### config.mk
export PLATFORM = sky130hd
export DESIGN_NAME = load_ext_unit
export DESIGN_NICKNAME = d
export VERILOG_FILES = /design/src/rtl/load_ext_unit.sv
export SDC_FILE = /design/constraint.sdc
export NUM_CORES = 1
export LEC_CHECK = 0
export CORE_ASPECT_RATIO = 0.7
export CORE_MARGIN = 3
export CORE_UTILIZATION = 48
export DETAILED_ROUTE_END_ITERATION = 6
export PLACE_DENSITY = 0.87
export SYNTH_ARGS = -nofsm -noshare
export SYNTH_HDL_FRONTEND = slang
export SYNTH_SLANG_ARGS = --single-unit
### constraint.sdc
create_clock -name clk -period 3.8 [get_ports clk]
set_input_delay 0.38 -clock clk [delete_from_list [all_inputs] [get_ports clk]]
set_output_delay 0.38 -clock clk [all_outputs]
set_load 0.02 [all_outputs]
### src/rtl/load_ext_unit.sv
// Load-data extraction unit: aligned RAM read, byte/half/word select and zero/sign extension.
// Define LOAD_SPLIT_EN to service word-crossing loads as two aligned reads merged into one result.
module load_ext_unit #(
    parameter int DATA_W = 32,
    parameter int ADDR_W = 32
) (
    input  logic              clk,
    input  logic              reset,
    input  logic              req_valid,
    output logic              req_ready,
    input  logic [ADDR_W-1:0] req_addr,
    input  logic [2:0]        req_op,
    output logic              mem_rd_en,
    output logic [ADDR_W-1:0] mem_addr,
    input  logic [DATA_W-1:0] mem_rdata,
    output logic              rsp_valid,
    input  logic              rsp_ready,
    output logic [DATA_W-1:0] rsp_data,
    output logic [1:0]        rsp_err,
    output logic [ADDR_W-1:0] rsp_addr
);

    localparam int LANES = DATA_W / 8;
    localparam int OFF_W = $clog2(LANES);

`ifdef LOAD_SPLIT_EN
    localparam logic SPLIT_EN = 1'b1;
`else
    localparam logic SPLIT_EN = 1'b0;
`endif

    localparam logic [2:0] OP_W   = 3'd0;
    localparam logic [2:0] OP_LBU = 3'd1;
    localparam logic [2:0] OP_LB  = 3'd2;
    localparam logic [2:0] OP_LHU = 3'd3;
    localparam logic [2:0] OP_LH  = 3'd4;

    typedef enum logic [1:0] {S_IDLE, S_RD0, S_RD1, S_RSP} state_e;

    state_e              state_q, state_d;
    logic [ADDR_W-1:0]   addr_q, addr_d;
    logic [2:0]          op_q, op_d;
    logic [DATA_W-1:0]   word0_q, word0_d;
    logic [DATA_W-1:0]   data_q, data_d;
    logic [1:0]          err_q, err_d;
    logic                rd_en_s;
    logic [OFF_W-1:0]    req_off_s;
    logic [OFF_W-1:0]    cur_off_s;

    function automatic logic [ADDR_W-1:0] align(input logic [ADDR_W-1:0] a);
        return {a[ADDR_W-1:OFF_W], {OFF_W{1'b0}}};
    endfunction

    function automatic logic [OFF_W:0] size_of(input logic [2:0] op);
        case (op)
            OP_LBU, OP_LB: return (OFF_W+1)'(1);
            OP_LHU, OP_LH: return (OFF_W+1)'(2);
            default:       return (OFF_W+1)'(LANES);
        endcase
    endfunction

    function automatic logic misaligned(input logic [2:0] op, input logic [OFF_W-1:0] off);
        case (op)
            OP_LHU, OP_LH: return off[0];
            OP_W:          return (off != '0);
            default:       return 1'b0;
        endcase
    endfunction

    // True when the access runs past the end of the addressed word.
    function automatic logic crosses(input logic [2:0] op, input logic [OFF_W-1:0] off);
        return (({1'b0, off} + size_of(op)) > (OFF_W+1)'(LANES));
    endfunction

    function automatic logic [DATA_W-1:0] extract(input logic [2:0] op, input logic [OFF_W-1:0] off,
                                                 input logic [DATA_W-1:0] hi, input logic [DATA_W-1:0] lo);
        logic [DATA_W-1:0] sh;
        sh = DATA_W'({hi, lo} >> {off, 3'b000});
        case (op)
            OP_LBU:  return {{(DATA_W-8){1'b0}}, sh[7:0]};
            OP_LB:   return {{(DATA_W-8){sh[7]}}, sh[7:0]};
            OP_LHU:  return {{(DATA_W-16){1'b0}}, sh[15:0]};
            OP_LH:   return {{(DATA_W-16){sh[15]}}, sh[15:0]};
            default: return sh;
        endcase
    endfunction

    assign req_off_s = req_addr[OFF_W-1:0];
    assign cur_off_s = addr_q[OFF_W-1:0];
    assign req_ready = (state_q == S_IDLE);
    assign rsp_valid = (state_q == S_RSP);
    assign rsp_data  = data_q;
    assign rsp_err   = err_q;
    assign rsp_addr  = addr_q;
    assign mem_rd_en = rd_en_s & ~reset;

    // Next-state, RAM strobe and response result selection.
    always_comb begin
        state_d  = state_q;
        addr_d   = addr_q;
        op_d     = op_q;
        word0_d  = word0_q;
        data_d   = data_q;
        err_d    = err_q;
        rd_en_s  = 1'b0;
        mem_addr = align(addr_q);
        case (state_q)
            S_IDLE: begin
                if (req_valid) begin
                    addr_d = req_addr;
                    op_d   = req_op;
                    if (req_op > OP_LH) begin
                        err_d   = 2'b10;
                        data_d  = '0;
                        state_d = S_RSP;
                    end else if (misaligned(req_op, req_off_s) && !SPLIT_EN) begin
                        err_d   = 2'b01;
                        data_d  = '0;
                        state_d = S_RSP;
                    end else begin
                        rd_en_s  = 1'b1;
                        mem_addr = align(req_addr);
                        state_d  = S_RD0;
                    end
                end else begin
                    state_d = S_IDLE;
                end
            end
            S_RD0: begin
                if (SPLIT_EN && crosses(op_q, cur_off_s)) begin
                    word0_d  = mem_rdata;
                    rd_en_s  = 1'b1;
                    mem_addr = align(addr_q) + ADDR_W'(LANES);
                    state_d  = S_RD1;
                end else begin
                    data_d  = extract(op_q, cur_off_s, {DATA_W{1'b0}}, mem_rdata);
                    err_d   = 2'b00;
                    state_d = S_RSP;
                end
            end
            S_RD1: begin
                data_d  = extract(op_q, cur_off_s, mem_rdata, word0_q);
                err_d   = 2'b00;
                state_d = S_RSP;
            end
            S_RSP: begin
                if (rsp_ready) begin
                    state_d = S_IDLE;
                end else begin
                    state_d = S_RSP;
                end
            end
            default: state_d = S_IDLE;
        endcase
    end

    // State and captured-request registers.
    always_ff @(posedge clk) begin
        if (reset) begin
            state_q <= S_IDLE;
            addr_q  <= '0;
            op_q    <= 3'd0;
            word0_q <= '0;
            data_q  <= '0;
            err_q   <= 2'b00;
        end else begin
            state_q <= state_d;
            addr_q  <= addr_d;
            op_q    <= op_d;
            word0_q <= word0_d;
            data_q  <= data_d;
            err_q   <= err_d;
        end
    end

endmodule

======== After elaboration in Yosys (flattened, before gate mapping) ========
Index checks and enable logic that the tools add are counted.
word-level totals
  input port bits ......................... 71
  word-level logic and storage cells ...... 58
  register bits ........................... 71
operators by class
  equality and inequality tests ........... 11
  reduce and logical (&&, ||, !) cells .... 10
  bitwise gates (word level) .............. 2
  shift-type cells ........................ 2
  $lt $le $gt $ge ......................... 1
  multiplexer cells ....................... 27
operators with widths
  operator              count
  $pmux W32 S4          2
  $mux W32              7
  $pmux W32 S3          1
  $shr A64 B5 Y32       1
  $shr A32 B5 Y32       1
  $mux W2               7
  $eq A3 B2 Y1 const B  3
  $mux W1               7
  $eq A3 B3 Y1 const B  2
  $pmux W2 S3           1
  $reduce_and A3 Y1     2
  $eq A2 B2 Y1 const B  2
  $pmux W2 S2           1
  $reduce_bool A2 Y1    2
  $reduce_or A2 Y1      2
  $eq A3 B1 Y1 const B  1
  $gt A3 B3 Y1 const B  1
  $logic_not A3 Y1      1
  $ne A3 B1 Y1 const B  1
  $reduce_bool A3 Y1    1
  $eq A2 B1 Y1 const B  1
  $logic_not A2 Y1      1
  $ne A2 B2 Y1 const B  1
  $pmux W1 S2           1
  other kinds (3)       3

======== Depth between registers and ports, before layout ========
Gate-level depths: netlist of the first run.
  depth in word-level cells ............... 11
  depth in mapped cells ................... 9
  mapped depth without buffers ............ 7

======== Worst setup path after synthesis of the first run ========
No wires, ideal clock.
  path kind ............................... reg-to-output
  start point ............................. reg state_q[0]
  end point ............................... out mem_addr[10]
  required time ........................... 3.420 ns
  cell stages (with the launch flop) ...... 8
  arrival time ............................ 1.856 ns
  setup slack ............................. 1.564 ns
  buffers on the path ..................... 2
  path through ............................ dfxtp_1 inv_1 ha_1 and2_1 clkbuf_1 nand2_1 buf_2 mux2_1
between the ends
  longest elaborated chain between the ends .. 2
RTL lines
  element                   line  text
  start: declaration        40    state_e state_q, state_d;
  start signal: assignment  167   state_q <= state_d;
  $logic_not A2 Y1          --
  named net req_ready       10    output logic req_ready,
  $mux W32                  107   case (state_q)
  end: declaration          14    output logic [ADDR_W-1:0] mem_addr,
The timed path passes the listed nets, and every way through them passes these cells.

======== Worst setup path in the final report of the first run ========
  start point ............................. in req_op[1]
  end point ............................... out mem_addr[19]
between the ends
  longest elaborated chain between the ends .. 10
RTL lines
  element                                              line  text
  start: declaration                                   12    input logic [2:0] req_op,
  $eq A3 B2 Y1 / $eq A3 B3 Y1 (equally long branches)  63    case (op)
  $reduce_or A2 Y1                                     63
  $pmux W1 S2                                          63
  $mux W1                                              112   if (req_op > OP_LH) begin
  $mux W1                                              109   if (req_valid) begin
  $mux W1                                              107
  $mux W32                                             116   end else if (misaligned(req_op, req_off_s) && !SPLIT_EN) begin
  $mux W32 (*)                                         112
  $mux W32 (*)                                         109
  $mux W32 (*)                                         107
Every way passes the cells marked *; elsewhere a longest branch is shown, timed or not. The select of a mux whose other input is x is not followed.

==> results of run 1 <==
==> layout by cell type, fill, tap and decap left out, types with 9 or more instances in the layout <==
| master | synthesis | routed |
|---|---|---|
| dfxtp_1 | 71 | 70 |
| nand3_1 | 9 | 9 |
| mux2i_1 | 17 | 17 |
| nor3_1 | 9 | 9 |
| mux2_1 | 45 | 45 |
| a221oi_1 | 16 | 16 |
| clkdlybuf4s50_1 | 0 | 168 |
| nor2_1 | 17 | 17 |
| nand2_1 | 89 | 89 |
| buf_4 | 8 | 9 |
| nand2b_1 | 9 | 9 |
| clkbuf_16 | 0 | 9 |
| o21ai_0 | 9 | 9 |
| a21oi_1 | 78 | 78 |
==> kinds of logic after synthesis <==
logic type | Yosys count | share of synthesized area, %
multiplexers | 64 | 15.8
other | 1 | 0.0846
adder cells (fa/ha/maj) | 6 | 1.69
AND/OR/NAND/NOR | 157 | 16.5
XOR/XNOR | 3 | 0.593
AO/OA/AOI/OAI | 172 | 26.6
flip-flops | 71 | 32.1
buffers and inverters | 54 | 6.69
==> state kept, by name (all words and copies together) (netlist names) <==
name / flops
op_q: 3
rsp_addr: 32
rsp_data: 32
rsp_err: 2
state_q: 2
==> through the flow <==
step / hold slack (ns) / power [W]
3_5_place_dp: 0.445 / 0.00166
6_report: 0.449 / 0.00255
4_1_cts: 0.451 / 0.00255
3_3_place_gp: 0.440 / 0.00164
5_1_grt: 0.483 / 0.00267
2_1_floorplan: 0.516 / 0.00134
==> power groups by stage <==
stage                     Combinational (W)  Sequential, W  Clock, W
final                              0.000831       0.000833  0.000890
after global routing               0.000890       0.000839  0.000942
after CTS                          0.000820       0.000832  0.000897
after detailed placement           0.000814       0.000847         0
after global placement             0.000797       0.000845         0
after floorplan                    0.000465       0.000871         0
==> cell usage after synthesis, types with 2 or more instances <==
cell       number  area, um^2
a21oi_1        78         390
a221oi_1       16         140
a22o_1          8        70.1
a22oi_1         2        15.0
a2bb2oi_1       7        61.3
a31oi_1         8        50.1
and2_1          5        31.3
buf_1           5        18.8
buf_2          14        70.1
buf_4           8        60.1
buf_6           6        67.6
clkbuf_1       16        60.1
dfxtp_1        71        1420
ha_1            6        75.1
inv_1           4        15.0
mux2_1         45         507
mux2i_1        17         170
nand2_1        89         334
nand2b_1        9        56.3
nand3_1         9        45.0
nand3b_1        2        15.0
nor2_1         17        63.8
nor2b_1         7        43.8
nor3_1          9        45.0
o2111ai_1       8        70.1
o21ai_0         9        45.0
o21ai_1         2        10.0
o221ai_1        8        70.1
o2bb2ai_1       8        70.1
o32ai_1         8        70.1
xnor2_1         3        26.3
==> final timing paths <==
kind	to	from	slack [ns]
worst max-delay path	mem_addr[19]	req_op[1]	0.64
worst min-delay path	rsp_err[0]$_SDFFE_PP0P_	rsp_err[0]$_SDFFE_PP0P_	0.45
worst max register to register	rsp_data[15]$_SDFFE_PP0P_	state_q[0]$_SDFF_PP0_	1.13
worst min register to register	rsp_err[0]$_SDFFE_PP0P_	rsp_err[0]$_SDFFE_PP0P_	0.45
==> area by class of cell <==
class | count | area (um^2)
repair buffers | 178 | 1750
fillers | 638 | 2350
flip-flops and latches | 71 | 1420
clock buffers | 12 | 267
well taps | 120 | 150
clock inverters | 4 | 51.3
multi-input cells | 404 | 2720
inverters | 4 | 15.0
==> metal layers <==
layer | vias to the layer above | GRT usage, %
li1 | 2222 | -
met1 | 2238 | 38.7
met2 | 291 | 46.0
met3 | 25 | 11.5
met4 | 0 | 7.51
met5 | - | 0
==> worst max-delay path, stage by stage <==
cell and delay (ns):
clkdlybuf4s50_1 0.47, nor2_1 0.16, o21a_1 0.28, nor3_2 0.09, nand2_1 0.07, buf_4 0.37
mux2_1 0.38, clkdlybuf4s50_1 0.56
==> results by group, run 1 <==
Yosys
  • Cells after Synth: 528
  • Sequential area share after synthesis: 32.1%
  • EDFF count, synth: 0
  • Synth Cell Area: 4430 um^2
  • Post-synth cell types: 55
  • FFs w/ async S/R, synth: 0%
  • Synthesis-stage register bit count: 71
  • Primary FF master, synth: dfxtp_1
  • Synthesized area per cell: 8.39 um^2
  • Yosys warning count: 0

Global routing
  • Antenna violations before repair: 0
  • Grt total ovfl: 0
  • Largest net degree at the start of global routing: 49
  • Number of global-route vias before repair: 4640
  • GRT Util Overall: 29.6%
  • Global-route wire length before repair: 24600 um

Drt
  • Via count: 4776
  • DRT met1 WL: 6490 um
  • Post-route DRC violation count: 0
  • WL/cell: 19.4 um
  • WL met3: 1890 um
  • Final ANT Viol Nets: 0
  • Final WL: 15400 um
  • Met2 Wirelength: 6900 um
  • Highest metal used: met4
  • TritonRoute pass-1 iters: 6
  • Initial detailed-routing violation count: 557
  • Vias/cell: 6.02

Power and ir drop
  • VDD IR max: 0.227 mV
  • Internal Pwr Total: 0.00171 W
  • Leak: 2.28 nW
  • Pwr Density: 401 nW/um^2
  • Net Sw Power: 0.000844 W
  • Combinational share of power: 32.5%
  • Clock share of power: 34.8%
  • Switching part of the total: 33.0%
  • Seq pwr share: 32.6%

STA
  • RSZ-0062 raised after global routing: false
  • Relative slew slack: 20.4%
  • Final Skew: 0.00497 ns
  • Setup-failing EPs final: 0
  • Tcrit/Tclk final: 83.2%
  • Tightest Pin Transition: 1.19 ns
  • Final hold vios: 0
  • Crit path time final: 3.16 ns
  • Final slew viol count: 0
  • Fmax: 316 MHz
  • Setup TNS: 0 ns
  • Final worst slack: 0.637 ns

Worst setup path
  • Worst EP required: 3.42 ns
  • R2R depth: 7
  • Arrival time worst endpoint: 2.78 ns
  • Class of the most critical setup path: in2out
  • CP Max Fanout: 31
  • Startpoint types: primary input
  • Critical Path Sink Type: primary output

Placement
  • Gpl congestion: 0.965
  • Port Buffer Count: 169
  • Post-DP HPWL: 11500 um
  • Post-place setup slack: 0.654 ns
  • Placed insts: 777
  • DP Area: 6060 um^2

Clock network
  • Num CTS Buffers: 9
  • Post-CTS setup buffer count: 0
  • CTS tree: yes
  • Clk sinks: 71
  • Worst skew pair latency: 0.33 ns
  • Post-CTS Hold Buffers: 0
  • Clock Path Buffers: 2
  • CTS clock-pin slew for the worst setup and hold paths: 0.05 ns
  • H-Tree Depth: 3
  • CTS Root Cell: clkbuf_16
  • Post-cts resize count: 0

Die
  • Full die area: 10400 um^2
  • Row count: 28
  • Core Box Area: 8720 um^2
  • Initial Util: 50.8%
  • Die X: 121 um
  • Io pins: 172
  • Height of the die: 86.4 um

Run status
  • Status: finished, final reports clean

Flow run
  • Maxcap violations: 0

Cells and area
  • Ant. Diodes: 0
  • Final design area excluding fillers: 6380 um^2
  • Nets: 745
  • Fin cells: 793
  • Final core area utilization: 73.1%
  • Synth-to-layout area growth: 43.9%
  • Layout cells sized above 1: 5.35%

Min path
  • Hold path depth: 2
  • Hold WC Path Type: reg2reg
Power figures use the tool's default switching activity.
==> inputs of run 2 (changes only) <==
--- a/config.mk
+++ b/config.mk
@@ -7,9 +7,9 @@
 export LEC_CHECK = 0
 export CORE_ASPECT_RATIO = 0.7
 export CORE_MARGIN = 3
-export CORE_UTILIZATION = 48
+export CORE_UTILIZATION = 40
 export DETAILED_ROUTE_END_ITERATION = 6
-export PLACE_DENSITY = 0.87
+export PLACE_DENSITY = 0.77
 export SYNTH_ARGS = -nofsm -noshare
 export SYNTH_HDL_FRONTEND = slang
 export SYNTH_SLANG_ARGS = --single-unit
==> constraint.sdc (replaced) <==
create_clock -name clk -period 2.59 [get_ports clk]
set_input_delay 0.259 -clock clk [delete_from_list [all_inputs] [get_ports clk]]
set_output_delay 0.259 -clock clk [all_outputs]
set_load 0.02 [all_outputs]
==> run 2 against run 1 <==
  * Core utilization fell by 12 points
  * Via count fell by 0.88%
  * Largest power group is now registers
  * Global-route usage fell by 5.9 points
  * Sequential share of layout area fell by 0.43 points
  * Clock-buffer cell count fell by 2
  * Worst setup slack got worse by 0.54 ns
  * Critical path type unchanged
==> results by group, run 2 (synthesized netlist as in run 1, its figures left out) <==
Cells and area
  • Layout cells sized above 1: 7.70%
  • Ant. Diodes: 0
  • Synth-to-layout area growth: 46.7%
  • Nets: 760
  • Final core area utilization: 61.4%
  • Commonest non-fill, non-tap cell in the layout: clkdlybuf4s50_1
  • Filler cells: 902
  • Most frequent cells in the layout: clkdlybuf4s50_1 (137), nand2_1 (88), a21oi_1 (78)
  • Final design area excluding fillers: 6500 um^2

Clock network
  • Post-CTS setup buffer count: 0
  • H-Tree Depth: 3
  • CTS tree: yes
  • Clk sinks: 71
  • Worst skew pair latency: 0.34 ns
  • CTS clock-pin slew for the worst setup and hold paths: 0.06 ns
  • Post-CTS Hold Buffers: 0
  • Num CTS Buffers: 9
  • CTS Root Cell: clkbuf_16
  • Clock Path Buffers: 2

Placement
  • Post-place setup slack: -0.0927 ns
  • Port Buffer Count: 169
  • Post-DP HPWL: 11200 um
  • Gpl congestion: 0.894
  • DP Area: 6220 um^2

Run status
  • Status: finished, final reports clean

Min path
  • Hold path depth: 2
  • Min-delay src: rsp_err[0]$_SDFFE_PP0P_
  • Hold WC Path Type: reg2reg
  • Worst hold endpoint: rsp_err[0]$_SDFFE_PP0P_

Die
  • Full die area: 12400 um^2
  • Height of the die: 94.1 um
  • Row count: 31
  • Core Box Area: 10600 um^2
  • Io pins: 172
  • Initial Util: 41.9%
  • Die X: 132 um

STA
  • Tcrit/Tclk final: 96.3%
  • Relative slew slack: 53.0%
  • Hold_ws: 0.458 ns
  • Fmax: 401 MHz
  • RSZ-0062 raised after global routing: false
  • Setup-failing EPs final: 0
  • Final Skew: 0.00517 ns
  • Crit path time final: 2.49 ns
  • Tightest Pin Transition: 0.700 ns
  • Final slew viol count: 0
  • Final worst slack: 0.0957 ns
  • Final hold vios: 0
  • Setup TNS: 0 ns

Power and ir drop
  • Leak: 2.48 nW
  • Pwr Density: 555 nW/um^2
  • VDD IR max: 0.326 mV

Worst setup path
  • Worst flop-to-flop path endpoint: rsp_data[13]$_SDFFE_PP0P_
  • Startpoint types: primary input
  • Slowest stage delay, CP: 0.54 ns
  • Crit path launch: req_op[1]
  • Reg2Reg Setup Slack: 0.34 ns
  • R2R Path Start: state_q[0]$_SDFF_PP0_
  • Critical Path Sink Type: primary output
  • WP buf/inv: 3
  • CP Max Fanout: 15
  • Critical path's top delay family: buffers and inverters
  • Class of the most critical setup path: in2out
  • Critical-path top delay cell: clkdlybuf4s50_1
  • Cell Chain, Critical Path: clkdlybuf4s50_1 > nor2_1 > o21a_1 > nor3_2 > nand2_2 > clkbuf_16 > mux2_1 > dlygate4sd2_1
  • R2R depth: 7
  • Arrival time worst endpoint: 2.24 ns
  • Worst EP required: 2.33 ns

Global routing
  • Grt total ovfl: 0
  • Largest net degree at the start of global routing: 57
  • Number of global-route vias before repair: 4553
  • GRT Util Overall: 23.7%
  • Global-route wire length before repair: 23900 um
  • Antenna violations before repair: 1

Drt
  • WL/cell: 18.1 um
  • TritonRoute pass-1 iters: 5
  • Via count: 4734
  • Final WL: 15100 um
  • Vias/cell: 5.66
  • Final ANT Viol Nets: 0
  • Initial detailed-routing violation count: 548
  • Post-route DRC violation count: 0

Flow run
  • Maxcap violations: 0
-- run 2: cell types whose count changed in the layout (fill, tap and decap cells not counted), sizes merged --
cell / change
dlymetal6s2s: +1
clkdlybuf4s50: -31
clkbuf: -1
clkinv: +3
bufinv: -1
buf: +14
dlygate4sd2: +30
-- run 2: layout make-up --
type | count | area, um^2 | area share [%]
multi-input cells | 404 | 2720 | 41.9
repair buffers | 193 | 1870 | 28.8
flip-flops and latches | 71 | 1420 | 21.9
clock buffers | 10 | 239 | 3.68
well taps | 148 | 185 | 2.85
clock inverters | 6 | 43.8 | 0.673
inverters | 4 | 15.0 | 0.231
-- run 2: what timing repair did --
item	in CTS	in global routing
cloned	0	1
endpoints found under the setup margin	30	31
resized for setup	30	3
-- run 2: tightest hold or removal path: stages (launching register included) --
cell and delay, ns:
dfxtp_1 0.31, nand2_1 0.05, a21oi_1 0.05
-- run 2: power breakdown --
| group | internal (W) | switching, W |
|---|---|---|
| clock network | 0.000677 | 0.000500 |
| registers | 0.00115 | 0.0000625 |
| logic | 0.000529 | 0.000687 |
| total | 0.00236 | 0.00125 |
-- run 2: layer usage --
layer	track usage, %	up-vias	share of wire [%]
met1	33.0	2237	46
met2	36.1	226	43
met3	7.07	30	8.9
li1	-	2239	-
met5	0	-	0.086
met4	5.33	2	1.3
-- run 2: how the worst max path moves through the flow --
stage	to	cells after the start
floorplan	mem_addr[10]	7
global placement	mem_addr[11]	8
detailed placement	mem_addr[13]	8
CTS	mem_rd_en	8
global route	mem_addr[29]	9
finish	mem_addr[17]	8
-- run 2: per-stage QoR --
step / power (W) / cells
floorplan: 0.00196 / 529
global placement: 0.00244 / 819
detailed placement: 0.00246 / 819
CTS: 0.00360 / 835
global route: 0.00377 / 836
finish: 0.00361 / 836
==> inputs of run 3 (changes only) <==
--- a/config.mk
+++ b/config.mk
@@ -8,8 +8,10 @@
 export CORE_ASPECT_RATIO = 0.7
 export CORE_MARGIN = 3
 export CORE_UTILIZATION = 40
+export CTS_CLUSTER_SIZE = 14
 export DETAILED_ROUTE_END_ITERATION = 6
 export PLACE_DENSITY = 0.77
+export SKIP_CTS_REPAIR_TIMING = 1
 export SYNTH_ARGS = -nofsm -noshare
 export SYNTH_HDL_FRONTEND = slang
 export SYNTH_SLANG_ARGS = --single-unit
==> run 3 against run 2 <==
  * Combinational power is essentially flat
  * Largest cell class unchanged
  * Fmax grew 1.7%
  * Die area is the same
  * Hold slack gained 0.0014 ns
  * Via count shrank 0.15%
  * Power grew 0.53%
  * Cell count shrank 0.12%
  * Register-to-register slack lost 0.06 ns
  * Clock skew is essentially flat
==> results by group, run 3 (synthesized netlist as in run 1, its figures left out) <==
Cells and area
  • Most frequent cells in the layout: clkdlybuf4s50_1 (137), nand2_1 (89), a21oi_1 (78)
  • Layout cells sized above 1: 7.28%
  • Final core area utilization: 62.2%
  • Filler cells: 875
  • Nets: 759
  • Ant. Diodes: 0
  • Commonest non-fill, non-tap cell in the layout: clkdlybuf4s50_1
  • Synth-to-layout area growth: 48.6%

Drt
  • WL/cell: 18.2 um
  • Via count: 4727
  • TritonRoute pass-1 iters: 5
  • Post-route DRC violation count: 0
  • Vias/cell: 5.66
  • Final ANT Viol Nets: 0
  • Final WL: 15200 um
  • Initial detailed-routing violation count: 531

STA
  • Final hold vios: 0
  • Relative slew slack: 54.6%
  • Tightest Pin Transition: 0.677 ns
  • Crit path time final: 2.45 ns
  • Setup TNS: 0 ns
  • Final worst slack: 0.137 ns
  • Tcrit/Tclk final: 94.7%
  • Final Skew: 0.00535 ns
  • Fmax: 408 MHz
  • Final slew viol count: 0
  • Setup-failing EPs final: 0
  • RSZ-0062 raised after global routing: false

Clock network
  • Worst skew pair latency: 0.33 ns
  • Clock Path Buffers: 2
  • Num CTS Buffers: 9
  • CTS Root Cell: clkbuf_16
  • CTS clock-pin slew for the worst setup and hold paths: 0.06 ns
  • H-Tree Depth: 3
  • CTS tree: yes
  • Clk sinks: 71

Min path
  • Min-delay src: rsp_err[0]$_SDFFE_PP0P_
  • Hold path depth: 2
  • Worst hold endpoint: rsp_err[0]$_SDFFE_PP0P_
  • Hold WC Path Type: reg2reg

Worst setup path
  • Slowest stage delay, CP: 0.40 ns
  • Worst EP required: 2.33 ns
  • Startpoint types: flop
  • Worst flop-to-flop path endpoint: rsp_data[27]$_SDFFE_PP0P_
  • R2R depth: 8
  • Class of the most critical setup path: reg2out
  • R2R Path Start: state_q[0]$_SDFF_PP0_
  • Reg2Reg Setup Slack: 0.28 ns
  • Critical-path top delay cell: dfxtp_1
  • Critical Path Sink Type: primary output
  • Cell Chain, Critical Path: inv_1 > ha_1 > and2_1 > nand2_1 > buf_12 > mux2_1 > dlymetal6s2s_1
  • CP Max Fanout: 31
  • Arrival time worst endpoint: 2.19 ns

Global routing
  • GR Layer Usage met1: 33.0%
  • Grt total ovfl: 0
  • M2 GR Usage: 36.1%
  • Number of global-route vias before repair: 4559
  • Antenna violations before repair: 1
  • M3 GR Usage: 7.17%
  • GRT busiest layer: met2
  • GRT Util Overall: 23.7%
  • Global-route wire length before repair: 23900 um
  • Largest net degree at the start of global routing: 57

Run status
  • Status: finished, final reports clean

Placement
  • Post-place setup slack: -0.0927 ns
  • Gpl congestion: 0.894
  • Post-DP HPWL: 11200 um
  • Port Buffer Count: 169

Die
  • Initial Util: 41.9%
  • Full die area: 12400 um^2
  • Core Box Area: 10600 um^2
  • Height of the die: 94.1 um
  • Row count: 31
  • Io pins: 172
  • Die X: 132 um

Flow run
  • Maxcap violations: 0

Power and ir drop
  • Leak: 2.82 nW
  • Pwr Density: 551 nW/um^2
  • VDD IR max: 0.328 mV
==> run 3: critical path: cells and delay by family (launching register included) <==
family                     cells  cell delay, ns
adders and majority gates      1            0.27
buffers and inverters          3            0.54
DFF                            1            0.40
muxes                          1            0.35
and+or+nand+nor                2            0.29
==> run 3: worst max path at each step <==
stage	to	slack [ns]	start	cells after the start
final	mem_addr[13]	0.14	state_q[0]$_SDFF_PP0_	7
after CTS	mem_addr[13]	-0.19	state_q[0]$_SDFF_PP0_	7
after global routing	mem_addr[3]	0.009	state_q[0]$_SDFF_PP0_	7
after global placement	mem_addr[11]	-0.02	req_addr[1]	8
after detailed placement	mem_addr[13]	-0.09	req_op[1]	8
after floorplan	mem_addr[10]	0.47	state_q[0]$_SDFF_PP0_	7
==> run 3: report_power, final <==
| part | internal (W) | switching, W |
|---|---|---|
| Combinational | 0.000550 | 0.000685 |
| Clock | 0.000678 | 0.000500 |
| Sequential | 0.00115 | 0.0000631 |
| Total | 0.00238 | 0.00125 |
==> run 3: area by class of cell <==
type / instances / area, um^2 / share of cell area, %
Clock buffer: 10 / 239 / 3.63
Clock inverter: 6 / 43.8 / 0.665
Inverter: 4 / 15.0 / 0.228
Multi-Input combinational cell: 404 / 2720 / 41.3
Sequential cell: 71 / 1420 / 21.6
Tap cell: 148 / 185 / 2.81
Timing Repair Buffer: 192 / 1960 / 29.8
==> run 3: routing by layer <==
metal  wire (um)  part of all wire (%)
met5          14                 0.092
met4         225                   1.5
met3        1290                   8.5
met2        6610                    44
met1        7020                    46
==> run 3: through the flow <==
stage	power, W	instances	instance area, um^2	hold slack (ns)
after floorplan	0.00196	529	4440	0.395
after global placement	0.00244	819	6220	0.441
after detailed placement	0.00246	819	6220	0.446
after CTS	0.00364	835	6510	0.461
after global routing	0.00379	835	6590	0.479
final	0.00363	835	6590	0.459
